`config.mk`:
```
export PLATFORM = sky130hd
export DESIGN_NAME = decode_operand_stage_flat
export DESIGN_NICKNAME = d
export VERILOG_FILES = /design/src/rtl/decode_operand_stage_if.sv /design/src/rtl/decode_operand_stage.sv /design/src/flat_wrapper.sv
export SDC_FILE = /design/constraint.sdc
export NUM_CORES = 1
export LEC_CHECK = 0
export ABC_CLOCK_PERIOD_IN_PS = 2500
export BUFFER_PORTS_ARGS = -buffer_cell sky130_fd_sc_hd__buf_2
export CORE_ASPECT_RATIO = 0.5
export CORE_MARGIN = 1
export CORE_UTILIZATION = 45
export CTS_CLUSTER_DIAMETER = 120
export DETAILED_ROUTE_END_ITERATION = 7
export SLEW_MARGIN = 0
export SYNTH_ARGS = -nofsm -noshare
export SYNTH_HDL_FRONTEND = slang
export SYNTH_SLANG_ARGS = --single-unit
```
`constraint.sdc`:
```
create_clock -name CLK -period 2.5 [get_ports CLK]
set_input_delay 0.5 -clock CLK [delete_from_list [all_inputs] [get_ports CLK]]
set_output_delay 0.5 -clock CLK [all_outputs]
set_load 0.02 [all_outputs]
```
`src/rtl/decode_operand_stage_if.sv`:
```
// Operand-fetch stage bus: instruction issue, write-back/EX bypass inputs and
// the registered ALU-side slot.
interface decode_operand_stage_if #(
  parameter int DATA_W = 16,
  parameter int ADDR_W = 3,
  parameter int OP_W   = 5
);
  logic              inst_valid;
  logic [15:0]       inst;
  logic              stall;
  logic              flush;
  logic              wb_en;
  logic [ADDR_W-1:0] wb_addr;
  logic [DATA_W-1:0] wb_data;
  logic              ex_regwr;
  logic [ADDR_W-1:0] ex_rd;
  logic [DATA_W-1:0] ex_result;
  logic [OP_W-1:0]   ALUControl;
  logic [DATA_W-1:0] SrcA;
  logic [DATA_W-1:0] SrcB;
  logic [ADDR_W-1:0] rd_out;
  logic              out_valid;

  modport master (
    output inst_valid, inst, stall, flush, wb_en, wb_addr, wb_data,
           ex_regwr, ex_rd, ex_result,
    input  ALUControl, SrcA, SrcB, rd_out, out_valid
  );
  modport slave (
    input  inst_valid, inst, stall, flush, wb_en, wb_addr, wb_data,
           ex_regwr, ex_rd, ex_result,
    output ALUControl, SrcA, SrcB, rd_out, out_valid
  );
endinterface

```
`src/rtl/decode_operand_stage.sv`:
```
// Decode + register-file read with EX/WB bypass, registered into the slot the
// ALU consumes. Invalid, flushed and unknown-op slots become a CMP bubble.
module decode_operand_stage #(
  parameter int DATA_W = 16,
  parameter int NREG   = 8,
  parameter int ADDR_W = 3,
  parameter int OP_W   = 5
) (
  input logic CLK,
  input logic RST,
  decode_operand_stage_if.slave bus
);
  typedef struct packed {
    logic [OP_W-1:0]   op;
    logic [DATA_W-1:0] a;
    logic [DATA_W-1:0] b;
    logic [ADDR_W-1:0] rd;
    logic              vld;
  } slot_t;

  localparam logic [OP_W-1:0] OP_CMP = OP_W'(5'b00100);

  logic [DATA_W-1:0] regs [NREG];
  slot_t             slot, nxt;
  logic [OP_W-1:0]   op;
  logic [DATA_W-1:0] ra_v, rb_v;

  // EX result is newer than the WB value, which is newer than the array.
  function automatic logic [DATA_W-1:0] rd_val(input logic [ADDR_W-1:0] r);
    if (r == '0)                            return '0;
    else if (bus.ex_regwr && bus.ex_rd == r) return bus.ex_result;
    else if (bus.wb_en && bus.wb_addr == r)  return bus.wb_data;
    else                                     return regs[r];
  endfunction

  assign op   = OP_W'(bus.inst[15:11]);
  assign ra_v = rd_val(bus.inst[7:5]);
  assign rb_v = rd_val(bus.inst[4:2]);

  always_comb begin
    nxt     = '0;
    nxt.op  = OP_CMP;
    if (bus.inst_valid) begin
      nxt.op  = op;
      nxt.rd  = bus.inst[10:8];
      nxt.vld = 1'b1;
      case (op)
        5'b00000, 5'b00001: nxt.a = ra_v;
        5'b00100, 5'b01000, 5'b01001, 5'b01010, 5'b01011, 5'b01100,
        5'b01101, 5'b01110, 5'b10000, 5'b10001, 5'b10010, 5'b10011: begin
          nxt.a = ra_v;
          nxt.b = rb_v;
        end
        5'b10100, 5'b10101: begin
          nxt.a = ra_v;
          nxt.b = DATA_W'(bus.inst[4:0]);
        end
        5'b10110, 5'b10111, 5'b00101: begin
          nxt.a = DATA_W'(bus.inst[7:4]);
          nxt.b = DATA_W'(bus.inst[3:0]);
        end
        5'b00110: nxt.b = DATA_W'(bus.inst[7:0]);
        default: begin
          nxt    = '0;
          nxt.op = OP_CMP;
        end
      endcase
    end
  end

  always_ff @(posedge CLK) begin
    if (RST) begin
      for (int i = 0; i < NREG; i++) regs[i] <= '0;
      slot    <= '0;
      slot.op <= OP_CMP;
    end else begin
      if (bus.wb_en && bus.wb_addr != '0) regs[bus.wb_addr] <= bus.wb_data;
      if (bus.flush) begin
        slot    <= '0;
        slot.op <= OP_CMP;
      end else if (!bus.stall) begin
        slot <= nxt;
      end
    end
  end

  assign bus.ALUControl = slot.op;
  assign bus.SrcA       = slot.a;
  assign bus.SrcB       = slot.b;
  assign bus.rd_out     = slot.rd;
  assign bus.out_valid  = slot.vld;
endmodule

```
`src/flat_wrapper.sv`:
```
// flat-port wrapper written by rule: the top's interface ports become plain ports
module decode_operand_stage_flat 
#(
  parameter int DATA_W = 16,
  parameter int NREG   = 8,
  parameter int ADDR_W = 3,
  parameter int OP_W   = 5
)
  (CLK, RST, bus_inst_valid, bus_inst, bus_stall, bus_flush, bus_wb_en, bus_wb_addr, bus_wb_data, bus_ex_regwr, bus_ex_rd, bus_ex_result, bus_ALUControl, bus_SrcA, bus_SrcB, bus_rd_out, bus_out_valid);
  decode_operand_stage_if #(.DATA_W(DATA_W), .ADDR_W(ADDR_W), .OP_W(OP_W)) bus_i ();
  input logic CLK;
  input logic RST;
  input wire logic [$bits(bus_i.inst_valid)-1:0] bus_inst_valid;
  input wire logic [$bits(bus_i.inst)-1:0] bus_inst;
  input wire logic [$bits(bus_i.stall)-1:0] bus_stall;
  input wire logic [$bits(bus_i.flush)-1:0] bus_flush;
  input wire logic [$bits(bus_i.wb_en)-1:0] bus_wb_en;
  input wire logic [$bits(bus_i.wb_addr)-1:0] bus_wb_addr;
  input wire logic [$bits(bus_i.wb_data)-1:0] bus_wb_data;
  input wire logic [$bits(bus_i.ex_regwr)-1:0] bus_ex_regwr;
  input wire logic [$bits(bus_i.ex_rd)-1:0] bus_ex_rd;
  input wire logic [$bits(bus_i.ex_result)-1:0] bus_ex_result;
  output wire logic [$bits(bus_i.ALUControl)-1:0] bus_ALUControl;
  output wire logic [$bits(bus_i.SrcA)-1:0] bus_SrcA;
  output wire logic [$bits(bus_i.SrcB)-1:0] bus_SrcB;
  output wire logic [$bits(bus_i.rd_out)-1:0] bus_rd_out;
  output wire logic [$bits(bus_i.out_valid)-1:0] bus_out_valid;
  assign bus_i.inst_valid = bus_inst_valid;
  assign bus_i.inst = bus_inst;
  assign bus_i.stall = bus_stall;
  assign bus_i.flush = bus_flush;
  assign bus_i.wb_en = bus_wb_en;
  assign bus_i.wb_addr = bus_wb_addr;
  assign bus_i.wb_data = bus_wb_data;
  assign bus_i.ex_regwr = bus_ex_regwr;
  assign bus_i.ex_rd = bus_ex_rd;
  assign bus_i.ex_result = bus_ex_result;
  assign bus_ALUControl = bus_i.ALUControl;
  assign bus_SrcA = bus_i.SrcA;
  assign bus_SrcB = bus_i.SrcB;
  assign bus_rd_out = bus_i.rd_out;
  assign bus_out_valid = bus_i.out_valid;
  decode_operand_stage #(.DATA_W(DATA_W), .NREG(NREG), .ADDR_W(ADDR_W), .OP_W(OP_W)) u_core (.CLK(CLK), .RST(RST), .bus(bus_i));
endmodule
```
# Word-level counts from Yosys, hierarchy flattened
# Memories as Yosys holds them, arrays and structs flattened.
# Cells that the tools add are included.
[totals] mem_bits_rw=128 mem_bits_ro=0 wordCells=64 mem_count=1 reg_bits=41 in_bits=61 latch_bits=0 output_inout_bits=41
[memory_table] name="u_core.regs" depth=8 width=16 rd=2 rd_clocked_by_memory_dff=0 wr=8 line="decode_operand_stage.sv:23" source="logic [DATA_W-1:0] regs [NREG];"
[op_classes] mux=19 magnitude_cmp=0 n_shift=0 n_addsub=0 div=0 multipliers=0 n_reduce_logical=16 bitwise_logic=0 n_eq_ne=23
[ops] operator="$mux 16" count=7
[ops] operator="$pmux 16 s4" count=1
[ops] operator="$mux 41" count=1
[ops] operator="$eq 5x5->1 const B" count=8
[ops] operator="$eq 5x4->1 const B" count=7
[ops] operator="$pmux 16 s2" count=1
[ops] operator="$reduce_or 16->1" count=2
[ops] operator="$reduce_or 20->1" count=1
[ops] operator="$eq 5x3->1 const B" count=3
[ops] operator="$eq 3x3->1" count=4
[ops] operator="$reduce_or 12->1" count=1
[ops] operator="$logic_not 3->1" count=2
[ops] operator="$mux 1" count=6
[ops] operator="$eq 5x1->1 const B" count=1
[ops] operator="$logic_and 1x1->1" count=5
[ops] operator="$logic_not 5->1" count=1
[ops] operator="$mux 5" count=1
[ops] operator="$mux 4" count=1
[ops] operator="$reduce_or 2->1" count=2
[ops] operator="$mux 3" count=1
[ops] operator="$reduce_bool 3->1" count=1
[ops] operator="$reduce_or 3->1" count=1

# Logic depth before layout (Yosys ltp)
[depth] depth_word=7 mapped_depth=8 ltp_nobuf=5

# Least setup slack after synthesis
# OpenSTA, ideal clock, no wires.
[synth_timing] kind="input port to flip-flop" start="input port bus_inst[5]" end="register u_core.slot (netlist bit u_core.bus.SrcA[0])" setup_time_ps=122 path_buffers=2 path_slack_ps=322 t_required_ps=2378 path_stages=6 arrival_ps=2057 path_cell_list="buf_2 > buf_2 > mux4_2 > mux2i_1 > a21oi_1 > a221o_1"
[synth_between] elab_chain_cells=7 elab_cells_between_ends=11 cone_classes="eq/ne (2); mux (5); reduce/logical (3); memory (1)"
[synth_rtl] element="start: declaration" line="flat_wrapper.sv:14" source="input wire logic [$bits(bus_i.inst)-1:0] bus_inst;"
[synth_rtl] element="parallel branches: the longest is 4 deep, another holds $mem_v2 8x16"
[synth_rtl] element="$mux 16 *" line="decode_operand_stage.sv:30" source="if (r == '0) return '0;"
[synth_rtl] element="$pmux 16 s2 *" line="decode_operand_stage.sv:47" source="case (op)"
[synth_rtl] element="$mux 41 *" line="decode_operand_stage.sv:43" source="if (bus.inst_valid) begin"
[synth_rtl] element="end signal: assignment" line="decode_operand_stage.sv:82" source="slot <= nxt;"
[synth_rtl] element="end: declaration" line="decode_operand_stage.sv:24" source="slot_t slot, nxt;"
# Every way passes the cells marked *.
# A chain may end at the register's enable or synchronous reset.

# Worst setup path after layout
[layout_timing] start="input port RST" end="register u_core.slot (netlist bit u_core.bus.SrcA[15])"
[layout_between] elab_chain_cells=1
[layout_rtl] element="start: declaration" line="flat_wrapper.sv:12" source="input logic RST;"
[layout_rtl] element="$reduce_or 2->1 (no source line)"
# No other way between the ends.

==> summary.md <==
| Metric | Value |
|---|---|
| CTS max path bufs | 2 |
| Setup slack at placement | 0.0902 ns |
| Vias | 6131 |
| Final instance area | 10500 um^2 |
| First drt pass iteration count | 5 |
| Vias per inst | 5.80 |
| Leakage | 3.97 nW |
| Die Y | 101 um |
| Setup Fix Bufs, Post-CTS | 0 |
| Iter 0 DRT Violations | 580 |
| Pwr Density | 641 nW/um^2 |
| Post-Syn Area | 8870 um^2 |
| Core area | 18800 um^2 |
| Gate Count Post-Synth | 664 |
| Post-synth EDFFs | 128 |
| Syn Area/Cell | 13.4 um^2 |
| Rel. slew slack | 62.2% |
| Number of I/O port buffers | 101 |
| Status | completed |
| Clock-pin slew on the worst setup and hold paths | 0.08 ns |
| Yosys warns | 0 |
| Sequential share of the synthesized area | 52.6% |
| Crit path launch type | input port |
| Critical path peak fanout | 12 |
| Least-Margin Pin Slew | 0.566 ns |
| Hold/Removal Path Class | in2reg |
| Starting Density | 47.1% |
| Vias in the first global route | 6218 |
| Critical Path RT | 2.88 ns |
| Worst Path Arrival | 2.32 ns |
| DR DRC count | 0 |
| IO Pins | 102 |
| Cts hold-fix bufs | 0 |
| Fin crit share | 77.5% |
| Antenna diode count | 0 |
| Layout cell share with drive strength beyond 1 | 31.7% |
| Post-layout nets | 846 |
| Min Tclk post-route | 1.94 ns |
| Worst-Skew Late Latency | 0.44 ns |
| Crit path capture type | flip-flop |
| Clk sinks | 169 |
| Largest net degree at the start of global routing | 33 |
| Initial antenna violation count | 0 |
| Async SR Flop Fraction | 0% |
| WL per Instance | 22.4 um |
| Register Area | 4660 um^2 |
| Placed cell count | 1025 |
| Area of the multi-input gates | 4000 um^2 |
| Final WL | 23.7 mm |
| Fin. max-slew vios | 0 |
| Die W | 201 um |
| Routability-driven placement congestion ratio | 0.881 |
| Setup TNS | 0 ns |
| Maximum vdd ir drop | 0.447 mV |
| P&R area growth vs syn | 18.2% |
| Antenna viol nets, final | 0 |
| Area of the die | 20300 um^2 |
| Max Cap Viol | 0 |
| Worst Clk Skew | 0.0103 ns |
| Peak Freq | 0.516 GHz |
| Cell Count, Final, Fillers Out | 1057 |
| Post-DP HPWL | 16.9 mm |
| Placed Area | 9900 um^2 |
| Fillers | 1596 |
| Gr usage total | 24.5% |
| Grt total ovfl | 0 |
| CTS tree | done |
| Hold Fails Final Rpt | 0 |
| CTS buffer count | 17 |
| Root buffer cell | clkbuf_16 |
| Worst setup margin | 0.562 ns |
| H-Tree Depth | 4 |
| Setup violators final | 0 |
| Top FF cell, synth | edfxtp_1 |
| Global-route wire length before repair | 36.4 mm |
| Yosys reg bits | 169 |
| Synth unique cells | 50 |
| Num rows | 35 |
| Critical path class | in2reg |
| CTS resizes | 0 |
| RSZ-0062 raised after global routing | no |
## worst max-delay path: stages
cell and delay (ns):
buf_2 0.13, or4b_4 0.54, a311oi_4 0.33, nand4_2 0.36
a211oi_1 0.31, a221o_1 0.14
## cells in the mapped netlist, types with 2 or more instances
master / instances / area (um^2)
o21ai_0: 4 / 20.0
or3b_2: 2 / 17.5
nor2_1: 56 / 210
or2_2: 8 / 50.1
and4_1: 2 / 17.5
nor2b_1: 16 / 100
nand4_1: 4 / 25.0
a21oi_1: 12 / 60.1
buf_2: 16 / 80.1
xnor2_1: 12 / 105
dfxtp_1: 41 / 821
a22o_1: 3 / 26.3
buf_1: 3 / 11.3
nand2_1: 11 / 41.3
nand2b_1: 4 / 25.0
mux2i_1: 21 / 210
a211oi_1: 23 / 173
and2_1: 112 / 701
o2111ai_1: 2 / 17.5
a211o_1: 4 / 35.0
a31oi_1: 3 / 18.8
buf_4: 3 / 22.5
clkbuf_1: 28 / 105
a221o_1: 26 / 260
nor4_1: 11 / 68.8
nor3_1: 4 / 20.0
inv_1: 3 / 11.3
a22oi_1: 14 / 105
buf_6: 4 / 45.0
mux4_2: 64 / 1440
a21o_1: 2 / 15.0
edfxtp_1: 128 / 3840
## layout make-up
| cell class | count | area share (%) |
|---|---|---|
| Timing Repair Buffer | 141 | 8.64 |
| Clock inverter | 13 | 1.15 |
| Inverter | 3 | 0.107 |
| Sequential cell | 169 | 44.5 |
| Multi-Input combinational cell | 453 | 38.1 |
| Clock buffer | 19 | 4.43 |
| Tap cell | 259 | 3.09 |
## registers in the layout, summed over array words and instances, names as in the netlist
| register | count |
|---|---|
| u_core.bus.ALUControl | 5 |
| u_core.bus.SrcA | 16 |
| u_core.regs | 128 |
| u_core.bus.out_valid | 1 |
| u_core.bus.rd_out | 3 |
| u_core.bus.SrcB | 16 |
## final timing paths
check | slack [ns] | start | endpoint | cells past startpoint
max | 0.56 | RST | u_core.bus.SrcA[15]$_SDFFE_PP0N_ | 6
min | 0.28 | bus_ex_result[6] | u_core.bus.SrcB[6]$_SDFFE_PP0N_ | 2
max reg2reg | 0.66 | u_core.regs[5][5]$_SDFFCE_PN0P_ | u_core.bus.SrcB[5]$_SDFFE_PP0N_ | 5
min reg2reg | 0.49 | u_core.bus.SrcA[4]$_SDFFE_PP0N_ | u_core.bus.SrcA[4]$_SDFFE_PP0N_ | 1
## cells by family (layout without fill, tap and decap cells)
| family | Yosys count | count (layout) | share of synthesized area, % |
|---|---|---|---|
| and+or+nand+nor | 239 | 239 | 15.3 |
| muxes | 85 | 85 | 18.6 |
| AOI/OAI and AO/OA | 100 | 100 | 9.07 |
| other | 1 | 16 | 0.0423 |
| DFF | 169 | 169 | 52.6 |
| xor gates and xnor gates | 13 | 13 | 1.28 |
| buffers and inverters | 57 | 176 | 3.10 |
## power by group
| group | internal, mW | leakage (nW) | switching [mW] |
|---|---|---|---|
| sequential | 3.17 | 1.56 | 0.0746 |
| combinational | 0.381 | 2.13 | 0.439 |
| clock | 1.40 | 0.288 | 1.25 |
| total | 4.95 | 3.97 | 1.76 |
## layer usage
layer / track usage (%) / up-vias / wire, um
met1: 33.1 / 3116 / 10600
met4: 8.16 / 0 / 332
li1: - / 2804 / -
met2: 40.7 / 189 / 11400
met5: 0 / - / 0
met3: 4.38 / 22 / 1370
## layout by cell type, fill, tap and decap left out, types with 3 or more instances in the layout
master | synthesis | routed
a22o_1 | 3 | 3
mux2i_1 | 21 | 21
nor2_1 | 56 | 56
nand2b_1 | 4 | 4
a221o_1 | 26 | 26
and2_1 | 112 | 112
nor4_1 | 11 | 11
o21ai_0 | 4 | 4
buf_4 | 3 | 32
buf_2 | 16 | 101
inv_1 | 3 | 3
nand2_1 | 11 | 11
a211o_1 | 4 | 4
mux4_2 | 64 | 64
inv_6 | 0 | 6
nor3_1 | 4 | 3
a211oi_1 | 23 | 23
dfxtp_1 | 41 | 41
a22oi_1 | 14 | 14
nand4_1 | 4 | 4
a21oi_1 | 12 | 12
or2_2 | 8 | 8
conb_1 | 1 | 16
edfxtp_1 | 128 | 128
buf_12 | 0 | 8
clkbuf_16 | 0 | 18
nor2b_1 | 16 | 16
a31oi_1 | 3 | 3
xnor2_1 | 12 | 12
## per-stage QoR
stage	hold slack [ns]	power, mW	util [%]
floorplan	0.580	3.80	-
global placement	0.461	4.11	52.6
detailed placement	0.470	4.12	52.6
CTS	0.273	6.74	55.7
global route	0.281	6.94	55.7
finish	0.282	6.72	55.7
No activity file was read; power rests on OpenSTA's default activity.
